## config.mk

```make
export PLATFORM = sky130hd
export DESIGN_NAME = ex_multu_unit
export DESIGN_NICKNAME = d
export VERILOG_FILES = /design/src/rtl/ex_multu_unit.sv
export SDC_FILE = /design/constraint.sdc
export NUM_CORES = 1
export LEC_CHECK = 0
export CELL_PAD_IN_SITES_DETAIL_PLACEMENT = 1
export CELL_PAD_IN_SITES_GLOBAL_PLACEMENT = 2
export CORE_ASPECT_RATIO = 0.75
export CORE_MARGIN = 1.5
export CORE_UTILIZATION = 40
export DETAILED_ROUTE_END_ITERATION = 8
export DONT_BUFFER_PORTS = 1
export PLACE_DENSITY_LB_ADDON = 0.3
export REMOVE_ABC_BUFFERS = 1
export SKIP_LAST_GASP = 1
export SLEW_MARGIN = 25
export SYNTH_ARGS = -nofsm -noshare
export SYNTH_HDL_FRONTEND = slang
export SYNTH_SLANG_ARGS = --single-unit
```

## constraint.sdc

```tcl
create_clock -name clk -period 6.25 [get_ports clk]
set_clock_uncertainty 0.05 [all_clocks]
set_input_delay 1.25 -clock clk [delete_from_list [all_inputs] [get_ports clk]]
set_output_delay 1.25 -clock clk [all_outputs]
set_load 0.05 [all_outputs]
```

## src/rtl/ex_multu_unit.sv

```systemverilog
// Iterative shift-add WIDTH x WIDTH multiplier for the EX stage; owns HI/LO and stalls on hazards.
// Define MULT_SIGNED_EN to also accept signed mult (Funct 24) via magnitude/negate wrapping.
module ex_multu_unit #(
  parameter int unsigned WIDTH = 32
) (
  input  logic             clk,
  input  logic             rst,
  input  logic             valid_in,
  input  logic             flush_in,
  input  logic [5:0]       opcode_in,
  input  logic [5:0]       funct_in,
  input  logic [WIDTH-1:0] rs_val_in,
  input  logic [WIDTH-1:0] rt_val_in,
  output logic             busy_out,
  output logic             stall_out,
  output logic             done_out,
  output logic [WIDTH-1:0] hi_out,
  output logic [WIDTH-1:0] lo_out,
  output logic [WIDTH-1:0] mf_data_out
);

  localparam int unsigned CntW = (WIDTH > 1) ? $clog2(WIDTH) : 1;
  localparam logic [5:0] FunctMfhi  = 6'd16;
  localparam logic [5:0] FunctMflo  = 6'd18;
  localparam logic [5:0] FunctMultu = 6'd25;
`ifdef MULT_SIGNED_EN
  localparam logic [5:0] FunctMult  = 6'd24;
`endif

  typedef enum logic [1:0] {StIdle, StBusy, StDone} state_e;

  state_e               state_q, state_d;
  logic [CntW-1:0]      cnt_q, cnt_d;
  logic [2*WIDTH:0]     prod_q, prod_d;
  logic [WIDTH-1:0]     mcand_q, mcand_d;
  logic [WIDTH-1:0]     hi_q, hi_d;
  logic [WIDTH-1:0]     lo_q, lo_d;
  logic                 busy_q, busy_d;
  logic                 done_q, done_d;

  logic                 qual;
  logic                 is_mul;
  logic                 is_mfhi;
  logic                 is_mflo;
  logic [WIDTH-1:0]     op_a;
  logic [WIDTH-1:0]     op_b;
  logic [WIDTH:0]       upper_sum;
  logic [2*WIDTH:0]     prod_shift;
  logic [2*WIDTH-1:0]   result;

  assign qual    = valid_in & ~flush_in & (opcode_in == 6'd0);
  assign is_mfhi = qual & (funct_in == FunctMfhi);
  assign is_mflo = qual & (funct_in == FunctMflo);

`ifdef MULT_SIGNED_EN
  logic is_mult;
  logic sign_q, sign_d;

  assign is_mult = qual & (funct_in == FunctMult);
  assign is_mul  = is_mult | (qual & (funct_in == FunctMultu));
  // Signed mult runs the unsigned datapath on magnitudes; the sign is reapplied at completion.
  assign op_a    = (is_mult & rs_val_in[WIDTH-1]) ? (~rs_val_in + WIDTH'(1)) : rs_val_in;
  assign op_b    = (is_mult & rt_val_in[WIDTH-1]) ? (~rt_val_in + WIDTH'(1)) : rt_val_in;
  assign result  = sign_q ? (~prod_shift[2*WIDTH-1:0] + (2*WIDTH)'(1))
                          : prod_shift[2*WIDTH-1:0];
`else
  assign is_mul  = qual & (funct_in == FunctMultu);
  assign op_a    = rs_val_in;
  assign op_b    = rt_val_in;
  assign result  = prod_shift[2*WIDTH-1:0];
`endif

  // Upper half is WIDTH+1 bits wide so the add carry survives into the shift.
  assign upper_sum  = prod_q[2*WIDTH:WIDTH] + (prod_q[0] ? {1'b0, mcand_q} : '0);
  assign prod_shift = {1'b0, upper_sum, prod_q[WIDTH-1:1]};

  always_comb begin
    state_d = state_q;
    cnt_d   = cnt_q;
    prod_d  = prod_q;
    mcand_d = mcand_q;
    hi_d    = hi_q;
    lo_d    = lo_q;
    done_d  = 1'b0;
`ifdef MULT_SIGNED_EN
    sign_d  = sign_q;
`endif
    case (state_q)
      StIdle, StDone: begin
        state_d = StIdle;
        if (is_mul) begin
          state_d = StBusy;
          cnt_d   = '0;
          prod_d  = {{(WIDTH+1){1'b0}}, op_b};
          mcand_d = op_a;
`ifdef MULT_SIGNED_EN
          sign_d  = is_mult & (rs_val_in[WIDTH-1] ^ rt_val_in[WIDTH-1]);
`endif
        end
      end
      StBusy: begin
        if (flush_in) begin
          state_d = StIdle;
        end else begin
          prod_d = prod_shift;
          cnt_d  = cnt_q + CntW'(1);
          if (cnt_q == CntW'(WIDTH - 1)) begin
            hi_d    = result[2*WIDTH-1:WIDTH];
            lo_d    = result[WIDTH-1:0];
            state_d = StDone;
            done_d  = 1'b1;
          end
        end
      end
      default: state_d = StIdle;
    endcase
    busy_d = (state_d == StBusy);
  end

  always_ff @(posedge clk) begin
    if (rst) begin
      state_q <= StIdle;
      cnt_q   <= '0;
      prod_q  <= '0;
      mcand_q <= '0;
      hi_q    <= '0;
      lo_q    <= '0;
      busy_q  <= 1'b0;
      done_q  <= 1'b0;
`ifdef MULT_SIGNED_EN
      sign_q  <= 1'b0;
`endif
    end else begin
      state_q <= state_d;
      cnt_q   <= cnt_d;
      prod_q  <= prod_d;
      mcand_q <= mcand_d;
      hi_q    <= hi_d;
      lo_q    <= lo_d;
      busy_q  <= busy_d;
      done_q  <= done_d;
`ifdef MULT_SIGNED_EN
      sign_q  <= sign_d;
`endif
    end
  end

  assign busy_out    = busy_q;
  assign done_out    = done_q;
  assign hi_out      = hi_q;
  assign lo_out      = lo_q;
  assign stall_out   = busy_q & (is_mul | is_mfhi | is_mflo);
  assign mf_data_out = is_mfhi ? hi_q : (is_mflo ? lo_q : '0);

endmodule

```

# After elaboration in Yosys (flattened, before gate mapping)
# Index checks and enable logic that the tools add are counted.
[totals] input_bits=80 regBits=170
[classes] n_mux=14 n_reduce_logical=8 eq_ne=9 addsub=2 bitwise=10
[ops] op="$mux W65" count=2
[ops] op="$pmux W65 S2" count=1
[ops] op="$mux W32" count=3
[ops] op="$add A33 B32 Y33" count=1
[ops] op="$eq A6 B5 Y1 const B" count=3
[ops] op="$mux W5" count=2
[ops] op="$pmux W5 S2" count=1
[ops] op="$and A1 B1 Y1" count=6
[ops] op="$logic_not A6 Y1" count=1
[ops] op="$reduce_and A3 Y1" count=2
[ops] op="$add A5 B1 Y5 const B" count=1
[ops] op="$eq A5 B5 Y1 const B" count=1
[ops] op="$eq A2 B1 Y1 const B" count=2
[ops] op="$mux W2" count=2
[ops] op="$ne A2 B2 Y1 const B" count=2
[ops] op="$pmux W2 S2" count=1
[ops] op="$reduce_or A3 Y1" count=1
[ops] op="$eq A2 B2 Y1 const B" count=1
[ops] op="$logic_not A2 Y1" count=1
[ops] op="$mux W1" count=2
[ops] op="$not A1 Y1" count=2
[ops] op="$or A1 B1 Y1" count=2
[ops] op="$reduce_and A2 Y1" count=1
[ops] op="$reduce_bool A2 Y1" count=1
[ops] op="$reduce_or A2 Y1" count=1

# Longest topological paths before layout
# Gate-level depths: netlist (run 1).
[logic_depth] word_depth=7 ltp_mapped=11 depth_no_buf=11

# Least setup slack after synthesis (run 1)
# No wires, ideal clock.
[synth_timing] kind="input-to-output" start="in flush_in" end="out mf_data_out[10]" path_buffers=1 stages=5 setup_slack_ps=2145 t_arrival_ps=2805 cell_sequence="nor4b_1 > and3_1 > nand2_1 > clkbuf_1 > nor2_1"
[synth_between] elab_chain_len=6
[synth_rtl] item="from (decl)" line="9" text="input logic flush_in,"
[synth_rtl] item="$not A1 Y1 (no line) *"
[synth_rtl] item="$and A1 B1 Y1 * (2 in series)" line="51" text="assign qual = valid_in & ~flush_in & (opcode_in == 6'd0);"
[synth_rtl] item="$and A1 B1 Y1" line="53" text="assign is_mflo = qual & (funct_in == FunctMflo);"
[synth_rtl] item="$mux W32" line="153" text="assign mf_data_out = is_mfhi ? hi_q : (is_mflo ? lo_q : '0);"
[synth_rtl] item="$mux W32 *" line="153"
[synth_rtl] item="to (decl)" line="19" text="output logic [WIDTH-1:0] mf_data_out"
# Every way passes the cells marked *; elsewhere a longest branch is shown, timed or not.

# Final worst setup path (run 1)
[layout_timing] start="in flush_in" end="out mf_data_out[24]"
# Same word-level chain as after synthesis.

==> impl_metrics.tcl, run 1 <==
set metrics [dict create \
    yosys.area.top_type_share_pct 38.3 \
    grt_max_degree 148 \
    p_leak_nw 3.84 \
    rr_worst_depth 11 \
    syn_inst 1112 \
    drv_cap 0 \
    layout_common_cells "nand2_1 (203), dfxtp_1 (168), a21oi_1 (130)" \
    ant_nets 0 \
    rsz0062_at_grt "no" \
    synth_flop_cell "dfxtp_1" \
    syn_to_final_growth_pct 10.5 \
    drt_pre_antenna_iters 4 \
    worst_pin_slew_ns 0.993 \
    fp.dieW_um 175 \
    synth_area_sq_um 8830 \
    clk_pin_slew_worst_paths_ns 0.06 \
    portBuffers 0 \
    routabilityCongestion 0.835 \
    final_core_util_pct 45.6 \
    overflow 0 \
    hold_violations 0 \
    seqPwrFrac_pct 50.4 \
    rrSetupSlack_ns 2.72 \
    slew_headroom_pct 33.7 \
    status "complete, no violations" \
    cts_tree "done" \
    fillers 2628 \
    synth_cell_type_count 65 \
    synth-edff-count 0 \
    die_area_sq_um 23000 \
    htreeDepth 4 \
    p_int_mw 1.66 \
    drv_slew 0 \
    cts.repair.resized 0 \
    syn_area_per_cell_sq_um 7.94 \
    nets 1207 \
    dp_hpwl_um 19000 \
    worstPathMaxFanout 32 \
    layout-drive-gt1-share_pct 7.96 \
    r2r_end "hi_out[25]" \
    clock-root-buffer "clkbuf_16" \
    hold-path-cell-count 2 \
    final_common_cell "nand2_1" \
    grt_pass1_vias 7820 \
    wl_per_cell_um 19.2 \
    route.detailed.vias_per_inst 5.52 \
    ys_top_cells_by_area "dfxtp_1 (38%), nand2_1 (8.8%), mux2i_1 (7.7%)" \
    core_area_sq_um 21400 \
    critPathCaptureType "primary output" \
    hold_path.startpoint "mcand_q[27]" \
    power.density_nw_per_um2 219 \
    irDropWorstVdd_uv 136 \
    hold_buffers 0 \
    post_cts_buffers 0 \
    fin_cells 1393 \
    drt_iter0_drc 318 \
    crit_type "input port to primary output" \
    io_pins 179 \
    combPwrFrac_pct 0.9 \
    p_clk_share_pct 48.8 \
    min_to "mcand_q[27]" \
    period_share_pct 65.3 \
    grt_first_pass_wirelength_um 43400 \
    numCtsBuffers 17 \
    setup_viol 0 \
    clockBufferDepth 2 \
    dp.cells 1361 \
    hold_class "flop to flop" \
    synth_largest_area_cell "dfxtp_1" \
    ys_seq_elements 169 \
    drc_errors 0 \
    die_h_um 132 \
    antenna_found_initial 0 \
    worstSetupStartpointType "input port" \
    seq_area_frac_synth_pct 38.3 \
    p_switching_mw 0.475 \
    vias 7686 \
    clock.fmax_ghz 0.245 \
    rows 46 \
    drt-total-wl_um 26700 \
    tns_ns 0 \
    clkSinkCount 169 \
    critPathArrivalTime_ns 2.78 \
    diodes 0 \
    ys_warn_count 0 \
    required_ns 4.95 \
    netSwitchingFraction_pct 22.3 \
    r2r-start "prod_q[0]" \
    clk_latency_ns 0.44 \
    grt_usage_pct 23.6 \
    async_flop_share_pct 0 \
    period_minus_slack_ns 4.08 \
    initial_core_util_pct 41.3 \
]
## layout make-up
class / instances / area (sq um) / area share, %
Inverter: 14 / 52.6 / 0.539
Timing Repair Buffer: 39 / 293 / 3.00
Sequential cell: 169 / 3380 / 34.7
Clock buffer: 21 / 460 / 4.72
Clock inverter: 11 / 113 / 1.15
Multi-Input combinational cell: 851 / 5090 / 52.2
Tap cell: 288 / 360 / 3.69
## how the worst max path moves through the flow
stage                     depth (start not counted)  slack, ns  startpoint               to
after detailed placement                          5       1.80    flush_in  mf_data_out[16]
after global placement                            5       1.91    flush_in  mf_data_out[28]
after global routing                              5       1.97    flush_in  mf_data_out[11]
after floorplan                                   5       0.92    flush_in       prod_q[62]
final                                             5       2.17    flush_in  mf_data_out[24]
after CTS                                         5       1.79    flush_in  mf_data_out[22]
## metrics by stage
step / hold slack, ns / instance area, sq um / setup slack, ns / power (mW)
after floorplan: 0.371 / 8520 / 0.924 / 1.12
after global placement: 0.381 / 9180 / 1.91 / 1.12
after detailed placement: 0.388 / 9180 / 1.80 / 1.12
after CTS: 0.396 / 9750 / 1.79 / 2.16
after global routing: 0.416 / 9760 / 1.97 / 2.21
final: 0.396 / 9760 / 2.17 / 2.14
## routing by layer
layer	share of wire [%]	vias to the layer above	GRT usage, %
li1	-	3851	-
met1	48	3665	31.4
met2	46	154	38.7
met3	5.4	16	5.87
met4	1.0	0	5.08
met5	0	-	0
## worst max-delay path, stage by stage
cell	delay, ns
nor4b_1	0.43
and3_1	0.25
nand2_2	0.36
nor2_1	0.23
buf_4	0.22
## power by group through the flow
stage	Sequential, mW	Combinational, mW	Clock (mW)
5_1_grt	1.08	0.0200	1.11
2_1_floorplan	1.10	0.0147	0
6_report	1.08	0.0182	1.04
3_3_place_gp	1.10	0.0178	0
4_1_cts	1.08	0.0184	1.07
3_5_place_dp	1.10	0.0182	0
## registers in the layout, indices dropped and copies added, names as in the netlist
register	flops
hi_out	32
mcand_q	32
lo_out	32
state_q	2
prod_q	64
busy_out	1
cnt_q	5
done_out	1
## cell usage after synthesis (all sizes together) (2+ instances only)
library cell,count
a211oi,39
a21boi,5
a21o,8
a21oi,131
a221o,2
a22o,10
a22oi,3
a31oi,6
a32oi,2
and2,36
and3,6
and4,3
buf,26
clkbuf,52
dfxtp,169
ha,34
inv,13
mux2i,68
nand2,206
nand2b,6
nand3,21
nand3b,2
nand4,16
nor2,110
nor2b,2
nor3,8
nor4,4
nor4b,3
o2111ai,2
o211ai,3
o21a,8
o21ai,41
o21bai,8
o311ai,2
o31ai,5
or3,4
or4,3
xnor2,15
xor2,14
## cell families after synthesis
| family | Yosys count | synth area share, % |
|---|---|---|
| compound gates | 286 | 20.1 |
| xor+xnor | 29 | 2.88 |
| fa+ha+maj | 35 | 5.04 |
| buf+inv | 92 | 4.16 |
| flops | 169 | 38.3 |
| mux | 69 | 7.83 |
| simple gates | 432 | 21.6 |
No activity file was read; power rests on OpenSTA's default activity.
==> inputs of run 2 (changes only) <==
CORE_UTILIZATION = 33   (was 40)
clock period = 3.68 ns   (was 6.25 ns; I/O delays follow)
==> run 2 against run 1 <==
Sequential power grew 69%. Critical path depth grew 5. Register-to-register slack lost 2.3 ns. First-iteration DRC count grew 8.8%. Cell area grew 1.9%. Clock-buffer cell count is the same. Setup slack lost 1.8 ns. Flip-flop and latch count is the same.
==> impl_metrics.tcl, run 2 (synthesized netlist as in run 1, its figures left out) <==
set metrics [dict create \
    hold_ws_ns 0.308 \
    routabilityCongestion 0.892 \
    core_area_sq_um 26100 \
    cts_tree "done" \
    largest_reg_flops 64 \
    crit_path_frequent_cell "a31oi_1" \
    critPathCaptureType "flop" \
    worst_pin_slew_ns 0.667 \
    critical_path.slowest_cell "ha_1" \
    min_to "lo_out[23]" \
    clockBufferDepth 2 \
    rrSetupSlack_ns 0.41 \
    crit_type "flop to flop" \
    grt_pass1_vias 8027 \
    final_common_cell "nand2_1" \
    m1WireLength_um 13700 \
    largest-register "prod_q" \
    required_ns 3.96 \
    layout-drive-gt1-share_pct 8.70 \
    rsz0062_at_grt "no" \
    r2r-start "prod_q[0]" \
    drv_cap 0 \
    route.detailed.vias_per_inst 5.44 \
    path_cells "buf_4, and2_1, ha_1, nand4_2, nor4_2, o2111ai_1, a31oi_1, a31oi_1, xnor2_1, a22o_1" \
    setup_viol 0 \
    grt_first_pass_wirelength_um 45800 \
    htreeDepth 4 \
    final_core_util_pct 38.1 \
    worstSetupStartpointType "flop" \
    drt-total-wl_um 29200 \
    status "complete, no violations" \
    dp_hpwl_um 21200 \
    ant_nets 0 \
    multi_input_area_sq_um 5090 \
    grt_usage_pct 21.5 \
    syn_to_final_growth_pct 12.6 \
    rr_worst_depth 10 \
    place_area_sq_um 9340 \
    numCtsBuffers 17 \
    hold_buffers 0 \
    max_stage_delay_ns 0.48 \
    p_leak_nw 3.92 \
    die_h_um 145 \
    fin_area_sq_um 9950 \
    period_share_pct 89.0 \
    hold-path-cell-count 1 \
    critPathArrivalTime_ns 3.55 \
    worstPathMaxFanout 33 \
    drc_errors 0 \
    drt_iter0_drc 346 \
    slew_headroom_pct 55.5 \
    overflow 0 \
    initial_core_util_pct 33.8 \
    r2r_end "hi_out[26]" \
    portBuffers 0 \
    hold_violations 0 \
    clk_pin_slew_worst_paths_ns 0.07 \
    tns_ns 0 \
    die_area_sq_um 27800 \
    hold_path.startpoint "rst" \
    wl_met2_um 13200 \
    diodes 0 \
    io_pins 179 \
    clock-root-buffer "clkbuf_16" \
    cts.repair.resized 0 \
    clk_latency_ns 0.44 \
    power.density_nw_per_um2 376 \
    clock.fmax_ghz 0.305 \
    period_minus_slack_ns 3.27 \
    drt_pre_antenna_iters 5 \
    layout_common_cells "nand2_1 (204), dfxtp_1 (169), a21oi_1 (130)" \
    fp.dieW_um 192 \
    grt_max_degree 148 \
    rows 51 \
    wl_met3_um 1850 \
    antenna_found_initial 0 \
    clkSinkCount 169 \
    power_mw 3.74 \
    hold_class "input port to flop" \
    vias 7935 \
    drv_slew 0 \
    wl_per_cell_um 20.0 \
    post_cts_buffers 0 \
    fillers 3170 \
    dr.max_layer_used "met4" \
    seq_area_sq_um 3380 \
    irDropWorstVdd_uv 323 \
    nets 1217 \
]
## run 2: cell count changes in the layout (fill, tap and decap cells not counted), sizes merged
| cell | change |
|---|---|
| bufinv | +1 |
| inv | +1 |
| clkinv | +1 |
| clkinvlp | -3 |
| buf | +10 |
## run 2: stage by stage
step | setup slack (ns) | cells
after CTS | 0.308 | 1459
after detailed placement | 0.322 | 1427
final | 0.406 | 1459
after global placement | 0.452 | 1427
after floorplan | -1.13 | 1034
after global routing | 0.132 | 1459
## run 2: how the worst max path moves through the flow
stage | cells after the start | slack (ns) | end | start
2_1_floorplan | 5 | -1.13 | prod_q[62] | flush_in
3_3_place_gp | 12 | 0.45 | hi_out[25] | prod_q[0]
3_5_place_dp | 12 | 0.32 | hi_out[25] | prod_q[0]
4_1_cts | 12 | 0.31 | hi_out[25] | prod_q[0]
5_1_grt | 12 | 0.13 | hi_out[25] | prod_q[0]
6_report | 10 | 0.41 | hi_out[26] | prod_q[0]
## run 2: final cells by class
class / count / share of cell area (%)
clock buffer: 21 / 4.73
clock inverter: 11 / 1.37
inverter: 14 / 0.528
multi-input combinational: 851 / 51.2
sequential: 169 / 34.0
tap: 344 / 4.33
timing repair buffer: 49 / 3.82
## run 2: metal layers
metal,vias up,global-route usage (%)
li1,3879,-
met1,3815,29.1
met2,210,33.9
met3,31,5.33
met4,0,5.80
met5,-,0
## run 2: power breakdown
| part | internal (mW) | switching, mW | total, mW |
|---|---|---|---|
| clock | 1.07 | 0.814 | 1.88 |
| combinational | 0.0172 | 0.0156 | 0.0328 |
| sequential | 1.83 | 0.0000533 | 1.83 |
## run 2: worst max-delay path, delay by kind of cell, from the launching register on
family	cells	cell delay, ns
and+or+nand+nor	3	0.75
buffers and inverters	1	0.22
adders and majority gates	1	0.48
DFF	1	0.30
xor gates and xnor gates	1	0.18
AOI/OAI and AO/OA	4	1.14
